$ cat config.mk
export PLATFORM = sky130hd
export DESIGN_NAME = pkt_arb_mux
export DESIGN_NICKNAME = d
export VERILOG_FILES = /design/src/rtl/pkt_arb_pkg.sv /design/src/rtl/pkt_arb_mux_onehot_to_bin.sv /design/src/rtl/pkt_arb_mux.sv
export SDC_FILE = /design/constraint.sdc
export NUM_CORES = 1
export LEC_CHECK = 0
export CORE_AREA = 10 10 242 244
export DETAILED_ROUTE_END_ITERATION = 7
export DIE_AREA = 0 0 252 254
export PLACE_DENSITY = 0.47
export SKIP_LAST_GASP = 1
export SYNTH_ARGS = -nofsm -noshare
export SYNTH_HDL_FRONTEND = slang
export SYNTH_SLANG_ARGS = --single-unit
$ cat constraint.sdc
create_clock -name clk -period 2.8 [get_ports clk]
set_clock_uncertainty 0.2 [all_clocks]
set_input_delay 0.7 -clock clk [delete_from_list [all_inputs] [get_ports clk]]
set_output_delay 0.7 -clock clk [all_outputs]
set_load 0.005 [all_outputs]
$ cat src/rtl/pkt_arb_pkg.sv
// Shared definitions for the packet arbitration mux: FSM state encoding,
// default port-index width and the grant legality check.
package pkt_arb_pkg;

    typedef enum logic [0:0] {
        IDLE = 1'b0,
        XFER = 1'b1
    } state_t;

    // Default port count and the matching binary port-index width.
    localparam int DEF_PORTNUM = 16;
    localparam int DEF_PORT_W  = $clog2(DEF_PORTNUM);

    // Widest grant vector the legality check accepts. Callers zero-extend
    // their vectors, and extra zero grant bits never make a grant illegal.
    localparam int MAX_PORTS = 256;

    // A grant is legal when exactly one bit is set and that bit belongs to a
    // port that is actually requesting.
    function automatic logic onehot_is_legal(
        input logic [MAX_PORTS-1:0] gnt,
        input logic [MAX_PORTS-1:0] req
    );
        logic nonzero;
        logic single;
        logic requested;
        nonzero   = (gnt != '0);
        single    = ((gnt & (gnt - 1'b1)) == '0);
        requested = ((gnt & ~req) == '0);
        return nonzero && single && requested;
    endfunction

endpackage

$ cat src/rtl/pkt_arb_mux_onehot_to_bin.sv
// One-hot to binary encoder. With a legal one-hot input the output is the
// index of the set bit. Any other input ORs the indices together, so the
// caller must qualify the input before using the result.
module onehot_to_bin #(
    parameter int ONEHOT_WIDTH = 16,
    parameter int BIN_WIDTH    = $clog2(ONEHOT_WIDTH)
) (
    input  logic [ONEHOT_WIDTH-1:0] onehot,
    output logic [BIN_WIDTH-1:0]    bin
);

    // OR together the indices of all set bits.
    always_comb begin
        bin = '0;
        for (int i = 0; i < ONEHOT_WIDTH; i++) begin
            if (onehot[i]) begin
                bin = bin | BIN_WIDTH'(i);
            end
        end
    end

endmodule

$ cat src/rtl/pkt_arb_mux.sv
// Packet-level grant consumer behind a round-robin arbiter. In IDLE it offers
// the per-port packet-valid vector as requests and latches a legal one-hot
// grant. In XFER it stays on the granted port until that port's last beat,
// and forwards each beat through a single registered valid/ready stage tagged
// with the source port index.
module pkt_arb_mux
    import pkt_arb_pkg::*;
#(
    parameter int PORTNUM = 16,
    parameter int DW      = 32,
    parameter int PORT_W  = $clog2(PORTNUM)
) (
    input  logic                  clk,
    input  logic                  rst,
    input  logic [PORTNUM-1:0]    in_valid,
    input  logic [PORTNUM*DW-1:0] in_data,
    input  logic [PORTNUM-1:0]    in_last,
    output logic [PORTNUM-1:0]    in_ready,
    output logic [PORTNUM-1:0]    arb_req,
    output logic                  arb_schedule_en,
    input  logic [PORTNUM-1:0]    arb_gnt,
    output logic                  out_valid,
    output logic [DW-1:0]         out_data,
    output logic                  out_last,
    output logic [PORT_W-1:0]     out_port,
    input  logic                  out_ready,
    output logic                  gnt_err
);

    state_t              state;
    logic [PORTNUM-1:0]  sel_oh;
    logic [PORT_W-1:0]   sel_bin;
    logic [PORT_W-1:0]   gnt_bin;
    logic                gnt_legal;
    logic                load_ok;
    logic                sel_valid;
    logic                sel_last;
    logic [DW-1:0]       sel_data;
    logic                accept;

    onehot_to_bin #(
        .ONEHOT_WIDTH (PORTNUM),
        .BIN_WIDTH    (PORT_W)
    ) u_gnt_enc (
        .onehot (arb_gnt),
        .bin    (gnt_bin)
    );

    // The grant is only trusted when it is one-hot and lands on a port that
    // is currently presenting a beat.
    assign gnt_legal = onehot_is_legal(MAX_PORTS'(arb_gnt), MAX_PORTS'(in_valid));

    // The output register can take a new beat when it is empty or when its
    // current beat leaves this cycle, giving one beat per cycle in a packet.
    assign load_ok = !out_valid || out_ready;

    // AND-OR mux over the latched one-hot select. This keeps the data path
    // free of a wide binary-indexed shifter, and a zero select yields zeros.
    always_comb begin
        sel_valid = 1'b0;
        sel_last  = 1'b0;
        sel_data  = '0;
        for (int i = 0; i < PORTNUM; i++) begin
            if (sel_oh[i]) begin
                sel_valid = sel_valid | in_valid[i];
                sel_last  = sel_last  | in_last[i];
                sel_data  = sel_data  | in_data[i*DW +: DW];
            end
        end
    end

    assign accept = (state == XFER) && sel_valid && load_ok;

    // Arbiter requests are only offered while idle. Only the locked port
    // ever sees ready, and only when the output stage has room.
    always_comb begin
        arb_req         = '0;
        arb_schedule_en = 1'b0;
        in_ready        = '0;
        case (state)
            IDLE: begin
                arb_req         = in_valid;
                arb_schedule_en = |in_valid;
            end
            XFER: begin
                in_ready = sel_oh & {PORTNUM{load_ok}};
            end
            default: begin
                arb_req = '0;
            end
        endcase
    end

    // Packet FSM: latch a legal grant in IDLE, hold the port through XFER
    // until its last beat is accepted, and flag illegal grants for a cycle.
    always_ff @(posedge clk) begin
        if (rst) begin
            state   <= IDLE;
            sel_oh  <= '0;
            sel_bin <= '0;
            gnt_err <= 1'b0;
        end else begin
            gnt_err <= 1'b0;
            case (state)
                IDLE: begin
                    if (arb_gnt != '0) begin
                        if (gnt_legal) begin
                            sel_oh  <= arb_gnt;
                            sel_bin <= gnt_bin;
                            state   <= XFER;
                        end else begin
                            gnt_err <= 1'b1;
                        end
                    end
                end
                XFER: begin
                    if (accept && sel_last) begin
                        state <= IDLE;
                    end
                end
                default: begin
                    state <= IDLE;
                end
            endcase
        end
    end

    // Output stage: load on accept, otherwise drop valid once drained.
    // The payload is left untouched while stalled or empty.
    always_ff @(posedge clk) begin
        if (rst) begin
            out_valid <= 1'b0;
            out_data  <= '0;
            out_last  <= 1'b0;
            out_port  <= '0;
        end else if (accept) begin
            out_valid <= 1'b1;
            out_data  <= sel_data;
            out_last  <= sel_last;
            out_port  <= sel_bin;
        end else if (out_ready) begin
            out_valid <= 1'b0;
        end
    end

endmodule

Word-level counts from Yosys, hierarchy flattened
Cells that the tools add are included.

Register bits after elaboration: 60. Latch bits: 0. Bits in writable memories: 0. ROM bits: 0. Input bits: 563. Output and inout bits: 72. Word-level logic and storage cells: 147. Memories kept: 0.

Add/subtract/negate cells: 1. Multiply operators: 0. Div/mod/pow operators: 0. Magnitude comparators: 0. Eq/ne operators: 0. Shift-type cells: 0. Muxes and demuxes: 73. Bitwise logic cells: 51. Reductions and logical operators: 14.

Operators with widths (count): 16-bit by 256-bit AND with 256-bit output (2); 256-bit zero test (2); 32-bit two-way mux (16); 32-bit bitwise OR (15); 16-bit NOT with 256-bit output (1); 1-bit two-way mux (40); 16-bit two-way mux (2); 4-bit two-way mux (8); 1-bit bitwise OR (30); 16-bit by 1-bit subtractor with 17-bit output, second input constant (1); 16-bit AND (1); 16-bit nonzero test (1); 16-bit OR reduction (1); 3-bit two-way mux (4); 1-bit logical AND (5); 2-bit two-way mux (2); 3-bit AND reduction (1); 3-bit OR reduction (1); 1-bit NOT (2); 1-bit one-hot mux with 2 select lines (1); 2-bit nonzero test (1); 1-bit zero test (1); 1-bit logical OR (1).

Logic depth before layout (Yosys ltp)
Gate-level depths: netlist (run 1).

Depth in word-level cells: 36. Mapped depth: 9. Depth with buffers taken out: 6.

By module
Synthesis (run 1) repeated with hierarchy kept, for this count alone.

Cells, all modules: 764. Area, all modules: 6018.3 um^2.

Modules (own cells, without submodules): pkt_arb_mux (instances 1, cells each 753, area each 5953.2 um^2, seq. area each 1201.2 um^2); onehot_to_bin (instances 1, cells each 11, area each 65.1 um^2, seq. area each 0.0 um^2).

Worst setup path before layout (run 1)
No wires, ideal clock.

Path kind: input-to-reg. Start point: in arb_gnt[6]. End point: reg sel_bin[0]. Setup time: 121 ps. Data arrival time: 2579 ps. Data required time: 2479 ps. Path slack: -101 ps. Cell stages on the path: 9. Buffers on the path: 3. Cells stage by stage: buf_6 > or4_1 > buf_2 > o31a_1 > o32a_1 > a211oi_2 > nand3_1 > buf_6 > mux2_4.

Cells in the longest elaborated chain, start to end: 6. Elaborated cells on any way between the ends: 9. Those cells by class: 1 x add/sub; 2 x bitwise; 6 x reduce/logical.

Ends and longest elaborated chain: start: declaration (RTL line pkt_arb_mux.sv:21) `input logic [PORTNUM-1:0] arb_gnt,`; 16-bit by 1-bit subtractor with 17-bit output (RTL line pkt_arb_pkg.sv:28) `single = ((gnt & (gnt - 1'b1)) == '0);`; 16-bit by 256-bit AND with 256-bit output (RTL line pkt_arb_pkg.sv:28); 256-bit zero test (RTL line pkt_arb_pkg.sv:28); 1-bit logical AND (2 in series) (RTL line pkt_arb_pkg.sv:30) `return nonzero && single && requested;`; 3-bit AND reduction (no line) (*); end signal: assignment (RTL line pkt_arb_mux.sv:109) `sel_bin <= gnt_bin;`; end: declaration (RTL line pkt_arb_mux.sv:32) `logic [PORT_W-1:0] sel_bin;`.

Every way passes the cells marked *; elsewhere a longest branch is shown, timed or not. A chain may end at the register's enable or synchronous reset.

Final worst setup path (run 1)
Start point: in in_valid[5]. End point: out arb_req[5].

Cells in the longest elaborated chain, start to end: 1.

Ends and longest elaborated chain: start: declaration (RTL line pkt_arb_mux.sv:15) `input logic [PORTNUM-1:0] in_valid,`; 16-bit two-way mux (RTL line pkt_arb_mux.sv:80) `case (state)`; end: declaration (RTL line pkt_arb_mux.sv:19) `output logic [PORTNUM-1:0] arb_req,`.

Every way passes these cells.

==> impl_metrics.py, run 1 <==
metrics = {
    "setup_path": {
        "worst_ep_arrival_time_ps": 1880,
        "cp-end-kind": "primary output",
        "critical_path_class": "input port to primary output",
        "worstPathCellList": "clkdlybuf4s50_1 -> buf_4 -> nor2b_1 -> dlygate4sd2_1",
        "crit_slowest_cell": "clkdlybuf4s50_1",
        "cp_max_fo": 3,
        "cp_data_required_time_ps": 1900,
        "path_buf_inv": 3,
        "crit_family": "buffers and inverters",
        "slowest_delay_ps": 590,
        "crit_path_start_kind": "input port",
    },
    "sta": {
        "post-route-period-util": 0.992,
        "hold_viol": 0,
        "slew_headroom": 0.597,
        "worst_slack_ps": 21.4,
        "min_period_ps": 2780,
        "finalSetupViolations": 0,
        "slew_viol_final": 0,
        "tightest_slew_ps": 604,
        "fmax_mhz": 360,
        "rsz0062_at_grt": "yes",
    },
    "logic_synthesis": {
        "ys_types": 39,
        "synth_area_sq_um": 5670,
        "synth-simple-area-share": 0.213,
        "synth_compound_area_frac": 0.460,
        "syn_avg_cell_area_sq_um": 7.47,
        "synth_fp_nets": 1322,
        "synthAdderAreaFrac": 0.00177,
        "ys_warn_count": 0,
        "synth_cells": 759,
        "synth_top_family_by_area": "compound AO/OA/AOI/OAI gates",
        "ys_ff_latch": 60,
        "ys_seq_area_frac": 0.212,
        "synth_xor_area_frac": 0,
        "synth.area.mux_share": 0.0459,
    },
    "final_layout": {
        "final_area_sq_um": 13800,
        "final-instance-count-excl-fill": 2124,
        "drive_gt1_frac": 0.112,
        "nFillCells": 5924,
        "final_core_util": 0.257,
        "syn_to_final_growth_pct": 143,
        "layout_common_cells": "clkdlybuf4s50_1, a22oi_1, buf_4",
        "mostFrequentLayoutCell": "clkdlybuf4s50_1",
        "layout.nets": 1975,
    },
    "grt": {
        "grt_overflow_total": 0,
        "grt_usage": 0.196,
        "grt_first_pass_wirelength_microns": 87500,
        "grt_max_degree": 40,
        "grt_antenna_before_repair": 21,
        "grt_pass1_vias": 10719,
    },
    "power_and_ir_drop": {
        "vdd_ir_drop_max_uv": 234,
        "power_density_nw_per_um2": 221,
        "leakage_nw": 5.10,
        "power_mw": 3.04,
    },
    "detailed_routing": {
        "drtIter0Drc": 714,
        "drcViolationCount": 0,
        "dr.pass1.iters": 5,
        "routed_wl_microns": 66300,
        "ant_nets": 0,
        "vias_per_cell": 4.67,
        "post_drt_wl_per_cell_microns": 31.2,
        "vias": 9924,
    },
    "placement": {
        "port_buffers": 634,
        "dp.cells": 2092,
        "dpl_worst_slack_ps": -641,
        "place_area_sq_um": 13400,
        "hpwl_microns": 54800,
        "gp_congestion": 0.948,
    },
    "clocking": {
        "cts_tree": "built",
        "cts_hold_buf": 0,
        "cts_max_level": 3,
        "cts_buffer_depth": 2,
        "cts_made_buffers": 9,
        "clock_latency_ps": 350,
        "cts-root-buf": "clkbuf_16",
        "clock_sinks": 60,
        "path_clk_slew_ps": 60,
    },
    "floorplanning": {
        "die_h_microns": 254,
        "fp.dieW_microns": 252,
        "start_util": 0.106,
        "placementRows": 85,
        "pin_count": 635,
        "dieArea_sq_um": 64000,
        "core_area_sq_um": 53600,
    },
    "min_path": {
        "hold_class": "flop to flop",
    },
    "status": {
        "status": "completed",
    },
    "flow_run": {
        "drv_cap": 0,
    },
}
## path summary, 6_finish.rpt
check / slack [ps] / startpoint / to / depth (start not counted)
worst max-delay path: 20 / in_valid[5] / arb_req[5] / 4
worst min-delay path: 290 / out_last / out_last / 2
worst max register to register: 390 / sel_oh[9] / out_data[23] / 7
worst min register to register: 290 / out_last / out_last / 2
## where the power goes
| group | switching (mW) | internal [mW] | total (mW) |
|---|---|---|---|
| Combinational | 0.278 | 0.761 | 1.04 |
| Sequential | 0.000461 | 0.854 | 0.855 |
| Clock | 0.467 | 0.684 | 1.15 |
| Total | 0.745 | 2.30 | 3.04 |
## tightest hold or removal path, stage by stage, from the launching register on
cell	delay, ps
dfxtp_1	310
nand2b_1	70
a21oi_1	60
## cells in the mapped netlist
| library cell | n | area, sq um |
|---|---|---|
| a22oi_1 | 164 | 1230 |
| nor2_1 | 81 | 304 |
| clkbuf_1 | 76 | 285 |
| dfxtp_1 | 60 | 1200 |
| a221oi_1 | 54 | 473 |
| a22o_1 | 54 | 473 |
| nand3_1 | 48 | 240 |
| nand2_1 | 34 | 128 |
| a211oi_1 | 32 | 240 |
| mux2i_1 | 20 | 200 |
| nand4_1 | 20 | 125 |
| nor2b_1 | 20 | 125 |
| and3_1 | 16 | 100 |
| a21oi_1 | 9 | 45.0 |
| nor4_1 | 9 | 56.3 |
| buf_1 | 8 | 30.0 |
| inv_1 | 8 | 30.0 |
| nor3_1 | 6 | 30.0 |
| mux2_4 | 4 | 60.1 |
| nand2b_1 | 4 | 25.0 |
| o31a_1 | 4 | 35.0 |
| a2111oi_0 | 3 | 26.3 |
| buf_2 | 3 | 15.0 |
| or3_1 | 3 | 18.8 |
| or4_1 | 3 | 22.5 |
| buf_6 | 2 | 22.5 |
| o41ai_1 | 2 | 17.5 |
| a211o_1 | 1 | 8.76 |
| a211oi_2 | 1 | 12.5 |
| a222oi_1 | 1 | 10.0 |
| a41oi_1 | 1 | 8.76 |
| and3b_1 | 1 | 8.76 |
| and4_1 | 1 | 8.76 |
| clkinv_1 | 1 | 3.75 |
| maj3_1 | 1 | 10.0 |
| nor4_2 | 1 | 12.5 |
| o211a_1 | 1 | 10.0 |
| o21ai_1 | 1 | 5.00 |
| o32a_1 | 1 | 10.0 |
## what timing repair did
| action | 4_1_cts | 5_1_grt |
|---|---|---|
| endpoints found under the setup margin | 54 | 22 |
| buffers inserted | 3 | 4 |
| resized for setup | 68 | 27 |
| pin swaps | 8 | 10 |
## area by class of cell
class                      instances  area, sq um  share of cell area
antenna                           11         27.5             0.00200
clock buffer                       9          225              0.0164
clock inverter                     7         67.6             0.00491
inverter                           9         33.8             0.00245
multi-input combinational        601         4190               0.304
sequential                        60         1220              0.0887
tap                              696          871              0.0632
timing repair buffer             731         7130               0.518
## kinds of logic (layout without fill, tap and decap cells)
kind of cell               Yosys count  in the layout
AOI/OAI and AO/OA                  329            329
adders and majority gates            1              1
and+or+nand+nor                    247            247
muxes                               24             24
other                                0             11
buffers and inverters               98            756
DFF                                 60             60
## routing by layer
layer,part of all wire,GRT usage
met1,0.39,0.224
met2,0.48,0.330
met3,0.097,0.0624
met4,0.029,0.0864
met5,0.00072,0
## state kept, by name, summed over array words and instances, names as in the netlist
register and count:
sel_oh 16, gnt_err 1, out_data 32, out_valid 1
sel_bin 4, state 1, out_last 1, out_port 4
## metrics by stage
stage | TNS, ps | hold slack (ps)
2_1_floorplan | -77.1 | 256
3_3_place_gp | -27360 | 277
3_5_place_dp | -25520 | 282
4_1_cts | -551 | 293
5_1_grt | -20.3 | 322
6_report | 0 | 289
No activity file was read; power rests on OpenSTA's default activity.
==> run 2: changes to the inputs <==
- GPL_TIMING_DRIVEN: not set -> 1
==> results of run 2 <==
Final layout, timing and power as in run 1 (identical DEF).
